`src/rtl/tdm_demux_4ch_pkg.sv`:
```
// rtl/tdm_demux_4ch_pkg.sv - shared types and constants for the 4-channel TDM demultiplexer
package tdm_demux_4ch_pkg;

   typedef enum logic {
      ST_HUNT   = 1'b0,
      ST_LOCKED = 1'b1
   } state_t;

   localparam int NUM_CH = 4;
   localparam int SLOT_W = 2;

endpackage

```
`src/rtl/tdm_bit_counter.sv`:
```
// rtl/tdm_bit_counter.sv - WIDTH-modulo bit counter with enable, synchronous clear and wrap flag
module tdm_bit_counter #(
   parameter int WIDTH = 8,
   parameter int CNT_W = $clog2(WIDTH)
) (
   input  logic             clk,
   input  logic             reset,
   input  logic             en_i,
   input  logic             clr_i,
   output logic [CNT_W-1:0] count_o,
   output logic             wrap_o
);

   logic [CNT_W-1:0] count_q;
   logic [CNT_W-1:0] count_d;

   assign wrap_o  = en_i && !clr_i && (count_q == CNT_W'(WIDTH - 1));
   assign count_o = count_q;

   // Clear together with enable counts the clearing sample as bit 0, so the result is 1.
   always_comb begin
      count_d = count_q;
      if (clr_i) begin
         count_d = en_i ? CNT_W'(1) : '0;
      end else if (en_i) begin
         count_d = wrap_o ? '0 : count_q + CNT_W'(1);
      end
   end

   always_ff @(posedge clk) begin
      if (reset) begin
         count_q <= '0;
      end else begin
         count_q <= count_d;
      end
   end

endmodule

```
`src/rtl/tdm_demux_4ch.sv`:
```
// rtl/tdm_demux_4ch.sv - serial 4-slot TDM frame demultiplexer with frame-sync lock tracking
module tdm_demux_4ch
   import tdm_demux_4ch_pkg::*;
#(
   parameter int WIDTH = 8
) (
   input  logic             clk,
   input  logic             reset,
   input  logic             din,
   input  logic             din_valid,
   input  logic             frame_sync,
   output logic [WIDTH-1:0] ch0,
   output logic [WIDTH-1:0] ch1,
   output logic [WIDTH-1:0] ch2,
   output logic [WIDTH-1:0] ch3,
   output logic [3:0]       ch_valid,
   output logic             locked,
   output logic             sync_err
);

   localparam int CNT_W = $clog2(WIDTH);

   state_t             state_q;
   state_t             state_d;
   logic [WIDTH-1:0]   shreg_q;
   logic [SLOT_W-1:0]  slot_q;
   logic [WIDTH-1:0]   ch_q [NUM_CH];
   logic [NUM_CH-1:0]  ch_valid_q;
   logic               sync_err_q;

   logic [CNT_W-1:0]   bit_cnt;
   logic               bit_wrap;
   logic               cnt_en;
   logic               cnt_clr;
   logic               realign;
   logic               shift_en;
   logic               frame_err;
   logic               at_frame_start;
   logic [WIDTH-1:0]   word_d;

   tdm_bit_counter #(
      .WIDTH (WIDTH),
      .CNT_W (CNT_W)
   ) u_bit_counter (
      .clk     (clk),
      .reset   (reset),
      .en_i    (cnt_en),
      .clr_i   (cnt_clr),
      .count_o (bit_cnt),
      .wrap_o  (bit_wrap)
   );

   assign at_frame_start = (bit_cnt == '0) && (slot_q == '0);
   assign word_d         = {shreg_q[WIDTH-2:0], din};

   always_comb begin
      state_d   = state_q;
      cnt_en    = 1'b0;
      cnt_clr   = 1'b0;
      realign   = 1'b0;
      shift_en  = 1'b0;
      frame_err = 1'b0;
      if (din_valid) begin
         case (state_q)
            ST_HUNT: begin
               if (frame_sync) begin
                  state_d = ST_LOCKED;
                  realign = 1'b1;
                  cnt_clr = 1'b1;
                  cnt_en  = 1'b1;
               end
            end
            ST_LOCKED: begin
               if (at_frame_start && !frame_sync) begin
                  // Missing sync: the offending bit is dropped and we hunt again.
                  state_d   = ST_HUNT;
                  frame_err = 1'b1;
                  cnt_clr   = 1'b1;
               end else if (!at_frame_start && frame_sync) begin
                  // Misplaced sync: abandon the partial word, restart at slot 0 bit 0.
                  frame_err = 1'b1;
                  realign   = 1'b1;
                  cnt_clr   = 1'b1;
                  cnt_en    = 1'b1;
               end else begin
                  shift_en = 1'b1;
                  cnt_en   = 1'b1;
               end
            end
            default: state_d = ST_HUNT;
         endcase
      end
   end

   always_ff @(posedge clk) begin
      if (reset) begin
         state_q    <= ST_HUNT;
         shreg_q    <= '0;
         slot_q     <= '0;
         ch_valid_q <= '0;
         sync_err_q <= 1'b0;
         for (int k = 0; k < NUM_CH; k++) begin
            ch_q[k] <= '0;
         end
      end else begin
         state_q    <= state_d;
         ch_valid_q <= '0;
         sync_err_q <= frame_err;
         if (realign) begin
            shreg_q <= {{(WIDTH-1){1'b0}}, din};
            slot_q  <= '0;
         end else if (shift_en) begin
            shreg_q <= word_d;
            if (bit_wrap) begin
               ch_q[slot_q]       <= word_d;
               ch_valid_q[slot_q] <= 1'b1;
               slot_q             <= slot_q + 1'b1;
            end
         end else if (frame_err) begin
            shreg_q <= '0;
            slot_q  <= '0;
         end
      end
   end

   assign ch0      = ch_q[0];
   assign ch1      = ch_q[1];
   assign ch2      = ch_q[2];
   assign ch3      = ch_q[3];
   assign ch_valid = ch_valid_q;
   assign locked   = (state_q == ST_LOCKED);
   assign sync_err = sync_err_q;

endmodule

```
`config.mk`:
```
export PLATFORM = sky130hd
export DESIGN_NAME = tdm_demux_4ch
export DESIGN_NICKNAME = d
export VERILOG_FILES = /design/src/rtl/tdm_demux_4ch_pkg.sv /design/src/rtl/tdm_bit_counter.sv /design/src/rtl/tdm_demux_4ch.sv
export SDC_FILE = /design/constraint.sdc
export NUM_CORES = 1
export LEC_CHECK = 0
export ABC_AREA = 1
export ABC_CLOCK_PERIOD_IN_PS = 8200
export CAP_MARGIN = 15
export CORE_ASPECT_RATIO = 0.6
export CORE_MARGIN = 2
export CORE_UTILIZATION = 54
export CTS_CLUSTER_SIZE = 8
export DETAILED_ROUTE_END_ITERATION = 8
export HOLD_SLACK_MARGIN = 0.03
export PLACE_DENSITY = 0.85
export SYNTH_ARGS = -nofsm -noshare
export SYNTH_HDL_FRONTEND = slang
export SYNTH_HIERARCHICAL = 1
export SYNTH_SLANG_ARGS = --single-unit
```
`constraint.sdc`:
```
create_clock -name clk -period 8.2 [get_ports clk]
set_input_delay 0.82 -clock clk [delete_from_list [all_inputs] [get_ports clk]]
set_output_delay 0.82 -clock clk [all_outputs]
set_load 0.02 [all_outputs]
```
==> results.md, run 1 <==
- Outcome: finished, final reports clean
- Crit-path max FO: 8
- Final Util: 0.712
- Reg2Reg Depth: 13
- Clock skew: 5.59 ps
- Initial DRC count: 93
- Worst-path clk slew: 90 ps
- Overflow left after global routing: 0
- Nets: 252
- Worst slew pin tran: 1030 ps
- Flop-to-flop setup slack: 4850 ps
- CTS tree: built
- Cell Area, Placed: 2550 µm²
- Reg2reg start: slot_q[0]$_SDFFE_PP0P_
- Vias: ~1400
- Final hold slack: 492 ps
- Worst hold stages: 2
- Final Non-Filler Cells: 287
- Slew margin rel.: 0.307
- Fin. Hold Viols: 0
- Slew Viols, Final: 0
- Worst-case clock buffer depth: 2
- Max cap viols: 0
- Starting Density: 0.567
- Post-place setup slack: 4520 ps
- Share of layout cells above drive strength 1: 0.113
- Final setup margin: between 4000 and 5000 ps
- # H-tree levels: 2
- Clk root buf: clkbuf_8
- Die Wd: between 80 and 90 µm
- Count of cell types in the netlist: 24
- IO buf count: 42
- Post-cts gate resize count: 0
- Cell area after layout: 2640 µm²
- Final setup fails: 0
- Synthesized area: 2100 µm²
- Hold WC Path Type: reg2reg
- Cts hold-fix bufs: 0
- Post-DP HPWL: approximately 2.8 mm
- Final routed DRC violation total: 0
- Syn Area/Cell: 10.9 µm²
- Sequential fraction of the synthesis area: 0.630
- Critical R2R Capture: ch_q[2][3]$_SDFFCE_PN0P_
- Die H: 52.3 µm
- Setup TNS: 0 ps
- Most frequent cells in the layout: 42 x nor2_1, 42 x clkdlybuf4s50_1, 32 x edfxtp_1, 29 x inv_1, 22 x nand2_1
- Antenna fix cells: 0
- Setup bufs post-CTS: 0
- Core area: 3700 µm²
- I/O pin cnt: 43
- Syn-to-layout area delta: 25.6%
- HP Start: u_bit_counter/count_o[1]$_SDFFE_PP0P_
- CTS buffer count: 5
- Post-detailed-route count of antenna-violating nets: 0
- Final worst path period need: 3350 ps
- Fmax: around 300 MHz
- First-pass GRT wire length: 6.29 mm
- Dpl cells: roughly 280
- GP Congestion: 0.791
- CP Launch Type: flip-flop
- Ys Warns: 6
- Wirelength, routed: 3.84 mm
- Crit. End Element: flip-flop
- Critical Path RT: 8130 ps
- Leak pwr: 0.983 nW
- Seq cells post-synth: 50
- Row cnt: 17
- Critical path arrival: 3270 ps
- Syn nets: 205
- Vias in the first global route: 1297
- Worst Hold Path EP: u_bit_counter/count_o[1]$_SDFFE_PP0P_
- Max VDD drop: around 0.00012 V
- Clk sink count: 50
- Pre-Repair DR Iteration Count: 4
- Vias per cell: 4.96
- GRT Util Overall: 0.192
- Pin count of the biggest net entering global routing: 21
- Die Area: about 4400 µm²
- PD cells: 175 nW/µm²
- Total power: 462 µW
- RSZ-0062 raised after global routing: no
- Initial antenna violation count: 0
- Crit path kind: reg2reg
- Routed len/inst: about 13 µm
- Final worst path period share: 0.408
- Worst skew pair latency: 300 ps
- Cells after Synth: 192
==> metal layers <==
layer	GRT usage	wire length [µm]	vias to the layer above
li1	-	-	718
met1	0.276	1960	666
met2	0.284	1630	35
met3	0.0520	207	5
met4	0.0635	38	0
met5	0	0	-
==> cells in the mapped netlist, drive strengths merged <==
library cell	count	area [µm²]
nor3	10	96.4
nand3	3	25.0
a22oi	7	52.6
buf	1	11.3
dfxtp	18	360
inv	31	116
o21ai	3	15.0
edfxtp	32	961
ha	8	100
clkbuf	1	13.8
nand2	26	113
nor4	1	6.26
a21oi	5	28.8
nor2	45	186
nand4	1	12.5
==> worst max-delay path: stages (launching register included) <==
cell and delay (ps):
dfxtp_1 380, inv_1 220, ha_1 190, inv_1 60
nor4_1 310, ha_1 260, a22oi_1 150, nor2_2 170
nand2_1 80, inv_1 50, inv_1 50, nor2_4 150
nand2_4 80, o21ai_0 800
==> flip-flops by register name, indices dropped and copies added, names as in the netlist <==
register	count
shreg_q	7
locked	1
u_bit_counter/count_o	3
slot_q	2
sync_err	1
ch_valid	4
ch_q	32
==> how the worst max path moves through the flow <==
stage,from,to,slack (ps),cells after the start
global placement,frame_sync,ch_q[2][0]$_SDFFCE_PN0P_,4600,11
CTS,frame_sync,ch_q[2][3]$_SDFFCE_PN0P_,4840,11
finish,slot_q[0]$_SDFFE_PP0P_,ch_q[2][3]$_SDFFCE_PN0P_,4850,13
floorplan,frame_sync,ch_q[2][0]$_SDFFCE_PN0P_,5330,10
global route,slot_q[0]$_SDFFE_PP0P_,ch_q[2][7]$_SDFFCE_PN0P_,4440,13
detailed placement,frame_sync,ch_q[2][1]$_SDFFCE_PN0P_,4520,11
==> power breakdown <==
group / internal, mW / switching (mW)
Sequential: 0.275 / 0.00376
Clock: 0.0605 / 0.0767
Combinational: 0.0186 / 0.0280
==> cell families (layout without fill, tap and decap cells) <==
group	Yosys count	after routing	share of synthesized area
fa+ha+maj	8	8	0.0477
flops	50	50	0.630
simple gates	86	86	0.209
buf+inv	33	81	0.0674
compound gates	15	15	0.0459
==> final cells by class <==
cell class	count	area, µm²
fillers	275	1060
clock inverters	1	7.51
flip-flops and latches	50	1320
inverters	31	116
multi-input cells	109	636
clock buffers	7	76.3
well taps	47	58.8
repair buffers	42	420
(Power assumes the default switching activity.)
==> inputs of run 2 (changes only) <==
ABC_CLOCK_PERIOD_IN_PS = 2750   (was 8200)
CORE_UTILIZATION = 45   (was 54)
PLACE_DENSITY = 0.76   (was 0.85)
clock period = 2.75 ns   (was 8.2 ns; I/O delays follow)
==> run 2 against run 1 <==
  * Power grew to 3.2 times the previous value
  * Utilization is 9.6 points lower
  * Combinational power grew to 3.2 times the previous value
  * Sequential cell count stayed put
  * Critical path depth is 3 higher
  * Clock-buffer cell count stayed put
  * Register-to-register slack worse by 4600 ps
  * Fmax is 33% higher
  * Non-clock buffer count is 12 higher
  * Sequential power grew to 3.0 times the previous value
  * Cell count is 9.8% higher
  * Highest routed layer unchanged
==> results.md, run 2 (synthesis gave the netlist of run 1 again) <==
- Fin. Hold Viols: 0
- Crit path launch: slot_q[0]$_SDFFE_PP0P_
- Fmax: 396 MHz
- Leak pwr: 1.05 nW
- GRT busiest layer: met1
- Vias in the first global route: ~1400
- Antenna fix cells: 0
- Outcome: finished, final reports clean
- Worst slew pin tran: 475 ps
- RSZ-0062 raised after global routing: no
- Clk root buf: clkbuf_8
- Max cap viols: 0
- I/O pin cnt: 43
- IO buf count: between 40 and 50
- Worst-case clock buffer depth: 2
- Overflow left after global routing: 0
- Final worst path period share: 0.918
- HP Start: u_bit_counter/count_o[1]$_SDFFE_PP0P_
- Met1 GRT Util: 0.255
- Routed len/inst: 12.9 µm
- Crit path kind: reg2reg
- Crit. End Element: flip-flop
- Worst skew pair latency: 300 ps
- Setup TNS: 0 ps
- Critical path arrival: between 2000 and 3000 ps
- CP Launch Type: flip-flop
- Cell Area, Placed: 2660 µm²
- Share of layout cells above drive strength 1: 0.171
- Critical Path RT: roughly 2800 ps
- Pre-Repair DR Iteration Count: 4
- Fill cell count: 386
- Max VDD drop: 0.000302 V
- Core area: 4520 µm²
- Post-DP HPWL: 2.99 mm
- Die Wd: 92.2 µm
- Clk sink count: 50
- Row cnt: 19
- Vias per cell: 4.72
- CTS buffer count: 5
- Initial antenna violation count: 0
- Setup bufs post-CTS: 0
- Largest reg by FF count: ch_q
- Hold WC Path Type: reg2reg
- Largest register FFs: 32
- Pin count of the biggest net entering global routing: 19
- First-pass GRT wire length: between 6 and 7 mm
- GRT Util Overall: 0.174
- PD cells: ~530 nW/µm²
- Clock skew: 4.12 ps
- Die H: 56.9 µm
- Slew margin rel.: 0.683
- Initial DRC count: 69
- Final Util: 0.616
- Most frequent cells in the layout: 42 x nor2_1, 42 x clkdlybuf4s50_1, 32 x edfxtp_1, 28 x inv_1, 20 x nand2_1
- Dpl cells: around 310
- Cell area after layout: 2780 µm²
- Reg2reg start: slot_q[0]$_SDFFE_PP0P_
- Final worst path period need: 2520 ps
- Wirelength, routed: between 4 and 5 mm
- Slew Viols, Final: 0
- Vias: around 1500
- Starting Density: 0.465
- CTS tree: built
- GP Congestion: 0.782
- Worst-path clk slew: 80 ps
- Final routed DRC violation total: 0
- # H-tree levels: 2
- GR Util met3: 0.0523
- Die Area: between 5000 and 6000 µm²
- Post-detailed-route count of antenna-violating nets: 0
- Nets: ~260
- Grt met2 use: 0.238
- Final Non-Filler Cells: 315
- Crit-path max FO: 8
- Final setup fails: 0
- Syn-to-layout area delta: 32.6%
==> run 2: path summary, 6_finish.rpt <==
path                                           endpoint  slack [ps]  depth (start not counted)
hold / removal    u_bit_counter/count_o[1]$_SDFFE_PP0P_         510                          2
setup / recovery                   ch_q[3][2]$_DFFE_PP_         230                         16
setup reg to reg                   ch_q[3][2]$_DFFE_PP_         230                         16
hold reg to reg   u_bit_counter/count_o[1]$_SDFFE_PP0P_         510                          2
==> run 2: power by group <==
part,total [mW],switching [mW],internal [mW]
Combinational,0.147,0.0850,0.0623
Clock,0.501,0.229,0.272
Sequential,0.831,0.0113,0.819
Total,1.48,0.325,1.15
==> run 2: layer usage <==
metal  up-vias  wire (µm)
met2        45       1680
met3         7        313
met5         -          0
li1        739          -
met1       696       1990
met4         0         70
==> run 2: worst max-delay path, cell delays in order, from the launching register on <==
cell and delay, ps:
dfxtp_1 310, inv_1 70, ha_1 140, inv_1 50, nor4_2 260, ha_1 320, a22oi_1 280, nor2_2 100
nand2_1 90, inv_1 40, inv_1 80, nor2_4 60, nand2_4 80, nor2_4 50, nand2_1 70, nand2_1 60
inv_2 150
==> run 2: repair_timing <==
item | 4_1_cts | 5_1_grt
endpoints found under the setup margin | 8 | 42
hold buffers | 0 | 0
gates resized for setup | 1 | 5
==> run 2: cell type report <==
type	instances	area (µm²)	area share
sequential	50	1320	0.475
timing repair buffer	54	510	0.183
inverter	31	119	0.0427
clock inverter	1	30.0	0.0108
clock buffer	7	76.3	0.0274
multi-input combinational	109	647	0.232
tap	63	78.8	0.0283
==> run 2: stage by stage <==
step / power (mW) / setup slack [ps] / hold WS, ps
2_1_floorplan: 0.921 / 120 / 337
3_3_place_gp: 0.992 / 74.6 / 471
3_5_place_dp: 0.994 / 12.5 / 483
4_1_cts: 1.49 / 139 / 506
5_1_grt: 1.54 / 10.6 / 543
6_report: 1.48 / 226 / 505
